==> config.mk <==
export PLATFORM = sky130hd
export DESIGN_NAME = mux13_rr_arbiter
export DESIGN_NICKNAME = d
export VERILOG_FILES = /design/src/rtl/mux13_rr_arbiter.sv
export SDC_FILE = /design/constraint.sdc
export NUM_CORES = 1
export LEC_CHECK = 0
export ABC_AREA = 1
export CORE_MARGIN = 5
export CORE_UTILIZATION = 45
export DETAILED_ROUTE_END_ITERATION = 12
export PLACE_DENSITY = 0.66
export SYNTH_ARGS = -nofsm -noshare
export SYNTH_HDL_FRONTEND = slang
export SYNTH_SLANG_ARGS = --single-unit
==> constraint.sdc <==
create_clock -name clk -period 4.3 [get_ports clk]
set_input_delay 0.86 -clock clk [delete_from_list [all_inputs] [get_ports clk]]
set_output_delay 0.86 -clock clk [all_outputs]
set_load 0.01 [all_outputs]
==> src/rtl/mux13_rr_arbiter.sv <==
// mux13_rr_arbiter
//   Round-robin arbiter that time-shares one 13:1 mux among 13 requesters.
//   A grant is held until the owner drops its request or the hold timer
//   expires. Between owners the arbiter passes through a GAP cycle and then
//   an IDLE cycle, so the mux select never switches while data is valid.
//   All outputs are registered.
//
// Ports
//   clk        rising-edge clock
//   rst        synchronous reset, active-high
//   req        [N]      request per mux input
//   gnt        [N]      one-hot grant, zero when nobody owns the mux
//   select     [SEL_W]  mux select, holds the last owner between grants
//   sel_valid  1 while a grant is active
//   timeout    one-cycle pulse when a grant was revoked by the hold timer
//   owner      [SEL_W]  current/last owner index (same value as select)
module mux13_rr_arbiter #(
    parameter int N           = 13,
    parameter int SEL_W       = 4,
    parameter int HOLD_CYCLES = 16
) (
    input  logic             clk,
    input  logic             rst,
    input  logic [N-1:0]     req,
    output logic [N-1:0]     gnt,
    output logic [SEL_W-1:0] select,
    output logic             sel_valid,
    output logic             timeout,
    output logic [SEL_W-1:0] owner
);

    localparam int CNT_W = (HOLD_CYCLES < 1) ? 1 : $clog2(HOLD_CYCLES + 1);

    typedef enum logic [1:0] {IDLE, GRANT, GAP} state_t;

    state_t           state, state_n;
    logic [SEL_W-1:0] ptr, ptr_n;
    logic [CNT_W-1:0] cnt, cnt_n;
    logic [N-1:0]     gnt_n;
    logic [SEL_W-1:0] select_n;
    logic             valid_n;
    logic             timeout_n;

    // Round-robin search starting at ptr. cand carries one extra bit so
    // ptr+i cannot overflow before the wrap back into 0..N-1.
    logic [SEL_W:0]   cand;
    logic             pick_found;
    logic [SEL_W-1:0] pick_idx;

    always_comb begin
        cand       = '0;
        pick_found = 1'b0;
        pick_idx   = '0;
        for (int i = 0; i < N; i++) begin
            cand = {1'b0, ptr} + (SEL_W+1)'(i);
            if (cand >= (SEL_W+1)'(N))
                cand = cand - (SEL_W+1)'(N);
            if (!pick_found && req[cand[SEL_W-1:0]]) begin
                pick_found = 1'b1;
                pick_idx   = cand[SEL_W-1:0];
            end
        end
    end

    // Pointer value that makes the owner the last candidate next round.
    logic [SEL_W-1:0] ptr_after_owner;
    assign ptr_after_owner = (select == SEL_W'(N-1)) ? '0 : select + 1'b1;

    logic cnt_at_limit;
    assign cnt_at_limit = (HOLD_CYCLES != 0) && (cnt == CNT_W'(HOLD_CYCLES));

    always_comb begin
        state_n   = state;
        ptr_n     = ptr;
        cnt_n     = cnt;
        gnt_n     = gnt;
        select_n  = select;
        valid_n   = sel_valid;
        timeout_n = 1'b0;
        case (state)
            IDLE: begin
                gnt_n   = '0;
                valid_n = 1'b0;
                if (pick_found) begin
                    state_n  = GRANT;
                    gnt_n    = {{(N-1){1'b0}}, 1'b1} << pick_idx;
                    select_n = pick_idx;
                    valid_n  = 1'b1;
                    cnt_n    = CNT_W'(1);
                end
            end
            GRANT: begin
                // Release is checked first so it beats a simultaneous timeout.
                if (!req[select]) begin
                    state_n = GAP;
                    gnt_n   = '0;
                    valid_n = 1'b0;
                    ptr_n   = ptr_after_owner;
                end else if (cnt_at_limit) begin
                    state_n   = GAP;
                    gnt_n     = '0;
                    valid_n   = 1'b0;
                    timeout_n = 1'b1;
                    ptr_n     = ptr_after_owner;
                end else if (HOLD_CYCLES != 0 && cnt < CNT_W'(HOLD_CYCLES)) begin
                    cnt_n = cnt + 1'b1;
                end
            end
            GAP: begin
                state_n = IDLE;
                gnt_n   = '0;
                valid_n = 1'b0;
            end
            default: begin
                state_n = IDLE;
                gnt_n   = '0;
                valid_n = 1'b0;
            end
        endcase
    end

    always_ff @(posedge clk) begin
        if (rst) begin
            state     <= IDLE;
            ptr       <= '0;
            cnt       <= '0;
            gnt       <= '0;
            select    <= '0;
            sel_valid <= 1'b0;
            timeout   <= 1'b0;
        end else begin
            state     <= state_n;
            ptr       <= ptr_n;
            cnt       <= cnt_n;
            gnt       <= gnt_n;
            select    <= select_n;
            sel_valid <= valid_n;
            timeout   <= timeout_n;
        end
    end

    assign owner = select;

endmodule

======== After elaboration in Yosys (flattened, before gate mapping) ========
Index checks and enable logic that the tools add are counted.
word-level totals
  output and inout bits ................... 23
  flip-flop bits (word level) ............. 30
  logic and storage cells ................. 193
operators by class
  reduce and logical (&&, ||, !) cells .... 31
  add/sub/neg operators ................... 27
  mux-type cells .......................... 88
  equality and inequality tests ........... 9
  bitwise logic cells ..................... 2
  order comparisons ....................... 28
  shift-type cells ........................ 1
operators by type and width
  cell                                                 number
  two-way mux 4 bit                                    29
  < comparator 4 x 5 -> 1 bit, second input constant   14
  >= comparator 5 x 4 -> 1 bit, second input constant  12
  binary-select mux 1 bit (select 4 bit)               14
  subtractor 4 bit, second input constant              13
  two-way mux 13 bit                                   3
  two-way mux 1 bit                                    31
  one-hot mux 13 bit (2 select lines)                  1
  adder 4 x 4 -> 5 bit, second input constant          5
  adder 4 x 3 -> 5 bit, second input constant          4
  two-way mux 5 bit                                    4
  left shift 1 x 4 -> 13 bit, first input constant     1
  logical AND 1 bit                                    12
  zero test 1 bit                                      12
  adder 4 x 2 -> 5 bit, second input constant          2
  inequality test 2 bit, second input constant         5
  one-hot mux 5 bit (2 select lines)                   1
  two-way mux 2 bit                                    3
  AND reduction 2 bit                                  3
  adder 4 x 1 -> 5 bit, second input constant          1
  adder 5 x 1 -> 5 bit, second input constant          1
  equality test 5 bit, second input constant           1
  < comparator 5 bit, second input constant            1
  AND reduction 5 bit                                  1
  other kinds (11)                                     12

======== Logic depth before layout (Yosys ltp) ========
  depth in word-level cells ............... 44
  gate-level depth with buffers ........... 32
  gate-level depth less buffers ........... 29

======== Worst setup path after synthesis ========
No wires, ideal clock.
  path type ............................... register -> register
  start point ............................. register ptr[0]
  end point ............................... register gnt[0]
  library setup time ...................... 0.128 ns
  clock period less this slack ............ 3.653 ns
  slack ................................... 0.647 ns
  cell stages (with the launch flop) ...... 31
  data required time ...................... 4.172 ns
  buffers on the path ..................... 4
  arrival time ............................ 3.525 ns
  path through ............................ dfxtp_1 -> buf_6 -> inv_2 -> buf_6 -> buf_2 -> ha_1 -> buf_4 -> nand2_1 -> nor2_1 -> nor2_2 -> nand2_2 -> nand2_4 -> nand2_2 -> nand2_2 -> inv_2 -> nand2_1 -> nand3_1 -> nand3_1 -> nand2_1 -> nand2_1 -> nand3_4 -> nor2_8 -> nand4_4 -> nor3_4 -> nand3_1 -> nand2_2 -> inv_2 -> nand4_2 -> nor2_1 -> nor2_1 -> nor2_1
between the ends
  longest elaborated chain between the ends .. 44
  elaborated cells on any way between the ends .. 130
RTL lines
  element                                                                        RTL line  text
  from (decl)                                                                    37        logic [SEL_W-1:0] ptr, ptr_n;
  from (signal assigned)                                                         133       ptr <= ptr_n;
  parallel branches: the longest is 42 deep, another holds adder 4 x 1 -> 5 bit  --
  two-way mux 13 bit *                                                           84        if (pick_found) begin
  one-hot mux 13 bit (2 select lines) *                                          80        case (state)
  to (signal assigned)                                                           135       gnt <= gnt_n;
  to (decl)                                                                      25        output logic [N-1:0] gnt,
Every way passes the cells marked *. The select of a mux whose other input is x is not followed.
A chain may end at the register's enable or synchronous reset.

======== Worst setup path in the final report ========
  start point ............................. register ptr[2]
  end point ............................... register gnt[4]
Same word-level chain as after synthesis.

==> flow_summary.toml <==
[status]
status = "finished clean"

[floorplanning]
dieArea_sq_um = 14400
io_pins = 38
die_height_um = 120
row_count = 40
core_area_sq_um = 12000
start_util_pct = 45.7
dieWidth_um = 120

[synth]
syn_area_per_cell_sq_um = 5.53
synthCells = 988
synth_edf_count = 0
synth_fp_nets = 1026
async_reset_ff_share_pct = 0
synth_seq_cells = 30
synthFlopType = "dfxtp_1"
yosysWarnings = 0
synthDistinctLibCells = 43
seq_area_frac_synth_pct = 11.0
syn-cell-area_sq_um = 5470

[timing]
hold_viol = 0
worstMarginPinSlew_ns = 0.856
min_period_ns = 4.00
fin_crit_sh_pct = 93.1
worst_slack_ns = 0.297
tns_ns = 0
fmax_mhz = 250
hold_ws_ns = 0.462
relSlewSlack_pct = 42.7
fin_skew_ns = 0.00621
report.final.slew_viol_count = 0
finalSetupViolations = 0

[setup_path]
start_kind = "register"
crit_type = "reg -> reg"
critPathCaptureType = "register"
arrival_ns = 4.14
required_ns = 4.43
cp_max_fo = 10

[place]
routabilityCongestion = 1.03
post-place-ws_ns = 0.243
numPortBuffers = 37
dp_hpwl_um = 16000

[clock_tree]
cts_root_buffer = "clkbuf_16"
cts_tree = "built"
cts_buffer_depth = 2
insertion_delay_ns = 0.28
clkSinkCount = 30
htreeDepth = 2
post_cts_buffers = 0
cts_made_buffers = 5
cts.clk_slew.worst_paths_ns = 0.05

[worst_hold_path]
hold_path_class = "reg -> reg"

[global_route]
grt_pass1_wl_um = 32500
grt_antenna_before_repair = 0
grt_max_degree = 24
grt_use_total_pct = 27.9
first_global_vias = 6150
grt_overflow = 0

[run]
maxCapViolCount = 0

[drt]
wl_met3_um = 1860
viasPerCell = 5.76
ant_nets = 0
drt_first_pass_iters = 5
drt-wirelength-per-cell_um = 17.0
drtIter0Drc = 894
drc = 0
wirelength_um = 20300
wl_met1_um = 9310
routed-wl-met2_um = 8450
dr.max_layer_used = "met4"
dr_total_vias = 6871

[finish]
fin_util_pct = 53.3
layout_common_cells = "nand2_1, nand3_1, inv_1, nor2_1, o21ai_0"
fillers = 1232
drive_gt1_share_pct = 14.5
final_common_cell = "nand2_1"
diodes = 0
area_growth_pct = 16.7
layout.nets = 1084
[area by class of cell]
cell class | instances | area (sq um) | share of cell area [%]
timing repair buffer | 82 | 708 | 11.1
sequential | 30 | 604 | 9.47
clock buffer | 6 | 139 | 2.18
inverter | 124 | 470 | 7.37
clock inverter | 1 | 30.0 | 0.471
multi-input combinational | 803 | 4240 | 66.5
tap | 147 | 184 | 2.88
[sequential cells by signal, indices dropped and copies added, names as in the netlist]
signal	count
cnt	5
gnt	13
owner	4
ptr	4
sel_valid	1
state	2
timeout	1
[synth_stat cells, types with 10 or more instances]
cell	count	area, sq um
a21oi_1	50	250
buf_4	10	75.1
clkbuf_1	12	45.0
dfxtp_1	30	601
ha_1	23	288
inv_1	99	372
inv_2	21	78.8
nand2_1	244	916
nand2_2	31	194
nand3_1	168	841
nand4_1	21	131
nor2_1	86	323
o211ai_1	14	105
o21ai_0	61	305
o21ai_1	26	130
[worst max-delay path, stage by stage, from the launching register on]
cell and delay (ns):
dfxtp_2 0.37, ha_2 0.22, inv_1 0.09, ha_2 0.39, nand3_1 0.14, nand2_2 0.20
nand2_1 0.07, o21ai_1 0.26, nand3b_1 0.17, nand3_1 0.07, nand2_1 0.20, inv_2 0.08
nor2_4 0.17, nand3_4 0.13, nor2_8 0.15, nand4_4 0.12, nor3_4 0.28, nand3_1 0.14
nand2_2 0.18, inv_2 0.09, nand4_2 0.14, nor2_1 0.06, nor2_1 0.08, nor2_1 0.04
[timing repair]
action / CTS / global route
hold buffers: 0 / 0
endpoints found under the setup margin: 0 / 15
resized for setup: 0 / 14
[kinds of logic after synthesis]
| kind of cell | count (synthesis) | synth area share [%] |
|---|---|---|
| flops | 30 | 11.0 |
| fa+ha+maj | 23 | 5.27 |
| buf+inv | 155 | 12.1 |
| compound gates | 176 | 18.1 |
| mux | 1 | 0.183 |
| xor+xnor | 11 | 2.11 |
| simple gates | 592 | 51.3 |
[routing by layer]
layer / up-vias / track usage, %
li1: 3422 / -
met1: 3101 / 40.7
met2: 293 / 41.1
met3: 55 / 4.96
met4: 0 / 9.66
met5: - / 0
[through the flow]
step	std cells	area (sq um)
finish	1193	6380
global route	1193	6380
CTS	1193	6340
detailed placement	1186	6170
global placement	1186	6170
floorplan	988	5470
[worst paths after layout]
| check | start | cells after the start | slack [ns] | endpoint |
|---|---|---|---|---|
| max reg2reg | ptr[2] | 23 | 0.30 | gnt[4] |
| min reg2reg | gnt[9] | 2 | 0.46 | gnt[9] |
| max | ptr[2] | 23 | 0.30 | gnt[4] |
| min | gnt[9] | 2 | 0.46 | gnt[9] |
Power is not shown: default switching activity piles up to over one toggle a cycle in this logic, so the estimate is an artifact.
==> RTL edit (same flow settings) <==
Put one more register stage on the output `timeout`. The value now appears one clock later. The other outputs are not delayed to match. Comments in the files are not updated.
--- a/src/rtl/mux13_rr_arbiter.sv
+++ b/src/rtl/mux13_rr_arbiter.sv
@@ -34,2 +34,4 @@
     typedef enum logic [1:0] {IDLE, GRANT, GAP} state_t;
+
+    logic timeout_s0;
 
@@ -129,3 +131,3 @@
             sel_valid <= 1'b0;
-            timeout   <= 1'b0;
+            timeout_s0 <= 1'b0;
         end else begin
@@ -137,3 +139,3 @@
             sel_valid <= valid_n;
-            timeout   <= timeout_n;
+            timeout_s0 <= timeout_n;
         end
@@ -143,2 +145,6 @@
 
+    always_ff @(posedge clk) begin
+        timeout <= timeout_s0;
+    end
+
 endmodule
Behaviour: same outputs for any inputs over 10 cycles, from zero or initial values and one cycle with rst high; that may be too few to reach the edited logic, so the function may still have changed.
==> RTL edit against the unedited design <==
- routed wire length decreased by 3.9%
- hold slack got worse by 0.12 ns
- cell area decreased by 3.3%
- critical path depth increased by 2
- sequential cell count increased by 1
- clock skew about the same
- first-iteration DRC count decreased by 11%
- synthesized area decreased by 2.2%
- die area decreased by 2.0%
- worst setup slack improved by 0.071 ns
- largest cell class unchanged
Power is left out: the tool's default activity adds up to more than one toggle a clock period on the data nets, which glitch-free logic cannot reach.
==> RTL edit: results (changes against the unedited design) <==
- Status: finished, final reports clean
- Vias per cell: 5.79 (+0.48%)
- Hold_sp: timeout_s0
- Sequential share of the synthesized area: 11.6% (+0.62 points)
- Hold Path Cell Cnt: 0 (-2)
- Min cycle time layout: 3.93 ns (-0.0711 ns)
- XOR/XNOR Fraction of Synth Area: 1.31% (-0.80 points)
- Number of synthesis warnings: 0 (unchanged)
- Hold endpoint: timeout
- Highest-delay cell along the critical path: ha_1
- Hpwl dp: 15,400 um (-3.8%)
- Met3 WL: 2080 um (+12%)
- Mux cell area share after synthesis: 0% (-0.18 points)
- Hold slack: 0.339 ns (-0.123 ns)
- Routability cong.: 1.02 (-0.82%)
- Compound-Gate Fraction of Synth Area: 19.2% (+1.2 points)
- Clock Skew: 0.00637 ns (+0.000168 ns)
- Dpl ws: 0.197 ns (-0.0461 ns)
- Layout cells sized above 1: 14.3% (-0.20 points)
- First-pass GRT wire length: 31,200 um (-4.1%)
- Syn nets: 1,004 (-2.1%)
- Top post-synthesis cells by count: nand2_1 (259), nand3_1 (148), inv_1 (84)
- Worst EP arrival: 4.10 ns (-0.04 ns)
- R2r setup slk: 0.37 ns (+0.07 ns)
- Initial DRC count: 793 (-11%)
- Fin cells: 1,155 (-3.2%)
- Routed len/inst: 16.9 um (-0.70%)
- M3 GR Usage: 6.78% (+1.8 points)
- Adder-Cell Fraction of Synth Area: 5.39% (+0.12 points)
- Count of unique library cells instantiated by Yosys: 41 (-4.7%)
- Pre-antenna DRT Iters: 6 (+1)
- Placed insts: 1,147 (-3.3%)
- IO Port Bufs: 37 (unchanged)
- Met1 Use GR: 37.7% (-3.0 points)
- Slew HR: 44.0% (+1.2 points)
- Worst-path fanout max: 7 (-3)
- Total track usage: 26.8% (-1.1 points)
- Largest net degree at the start of global routing: 22 (-8.3%)
- Filler Cell Count: 1,215 (-1.4%)
- Metal-1 WL: 8680 um (-6.7%)
- Worst reg-to-reg path cell count: 25 (+8.7%)
- CP top delay family: simple AND/OR/NAND/NOR gates
- Syn Area/Cell: 5.53 um2 (about the same)
- Routing usage on met2: 40.1% (-0.99 points)
- Setup bufs post-CTS: 0 (unchanged)
- Placement Cell Area: 5970 um2 (-3.2%)
- Metal2 WL: 8160 um (-3.4%)
RTL edit: cell types whose count changed in the layout (fill, tap and decap cells not counted), sizes merged, moves of 3 or more:
| cell | delta |
|---|---|
| a211oi | -3 |
| o211ai | -3 |
| nand3 | -18 |
| a31oi | +5 |
| nand2 | +9 |
| nand4 | -4 |
| o221ai | +3 |
| inv | -17 |
| a21oi | +10 |
| o22ai | -3 |
| buf | -9 |
RTL edit: layout make-up:
class                      instances  area (um2)  share of cell area (%)
tap                              143         179                    2.90
clock buffer                       6         129                    2.09
inverter                         107         407                    6.59
timing repair buffer              73         641                    10.4
sequential                        31         623                    10.1
multi-input combinational        793        4180                    67.7
clock inverter                     2        12.5                   0.203
RTL edit: timing repair:
item	4_1_cts	5_1_grt
setup endpoints to repair	0	17
resized for setup	0	22
hold buffers	0	0
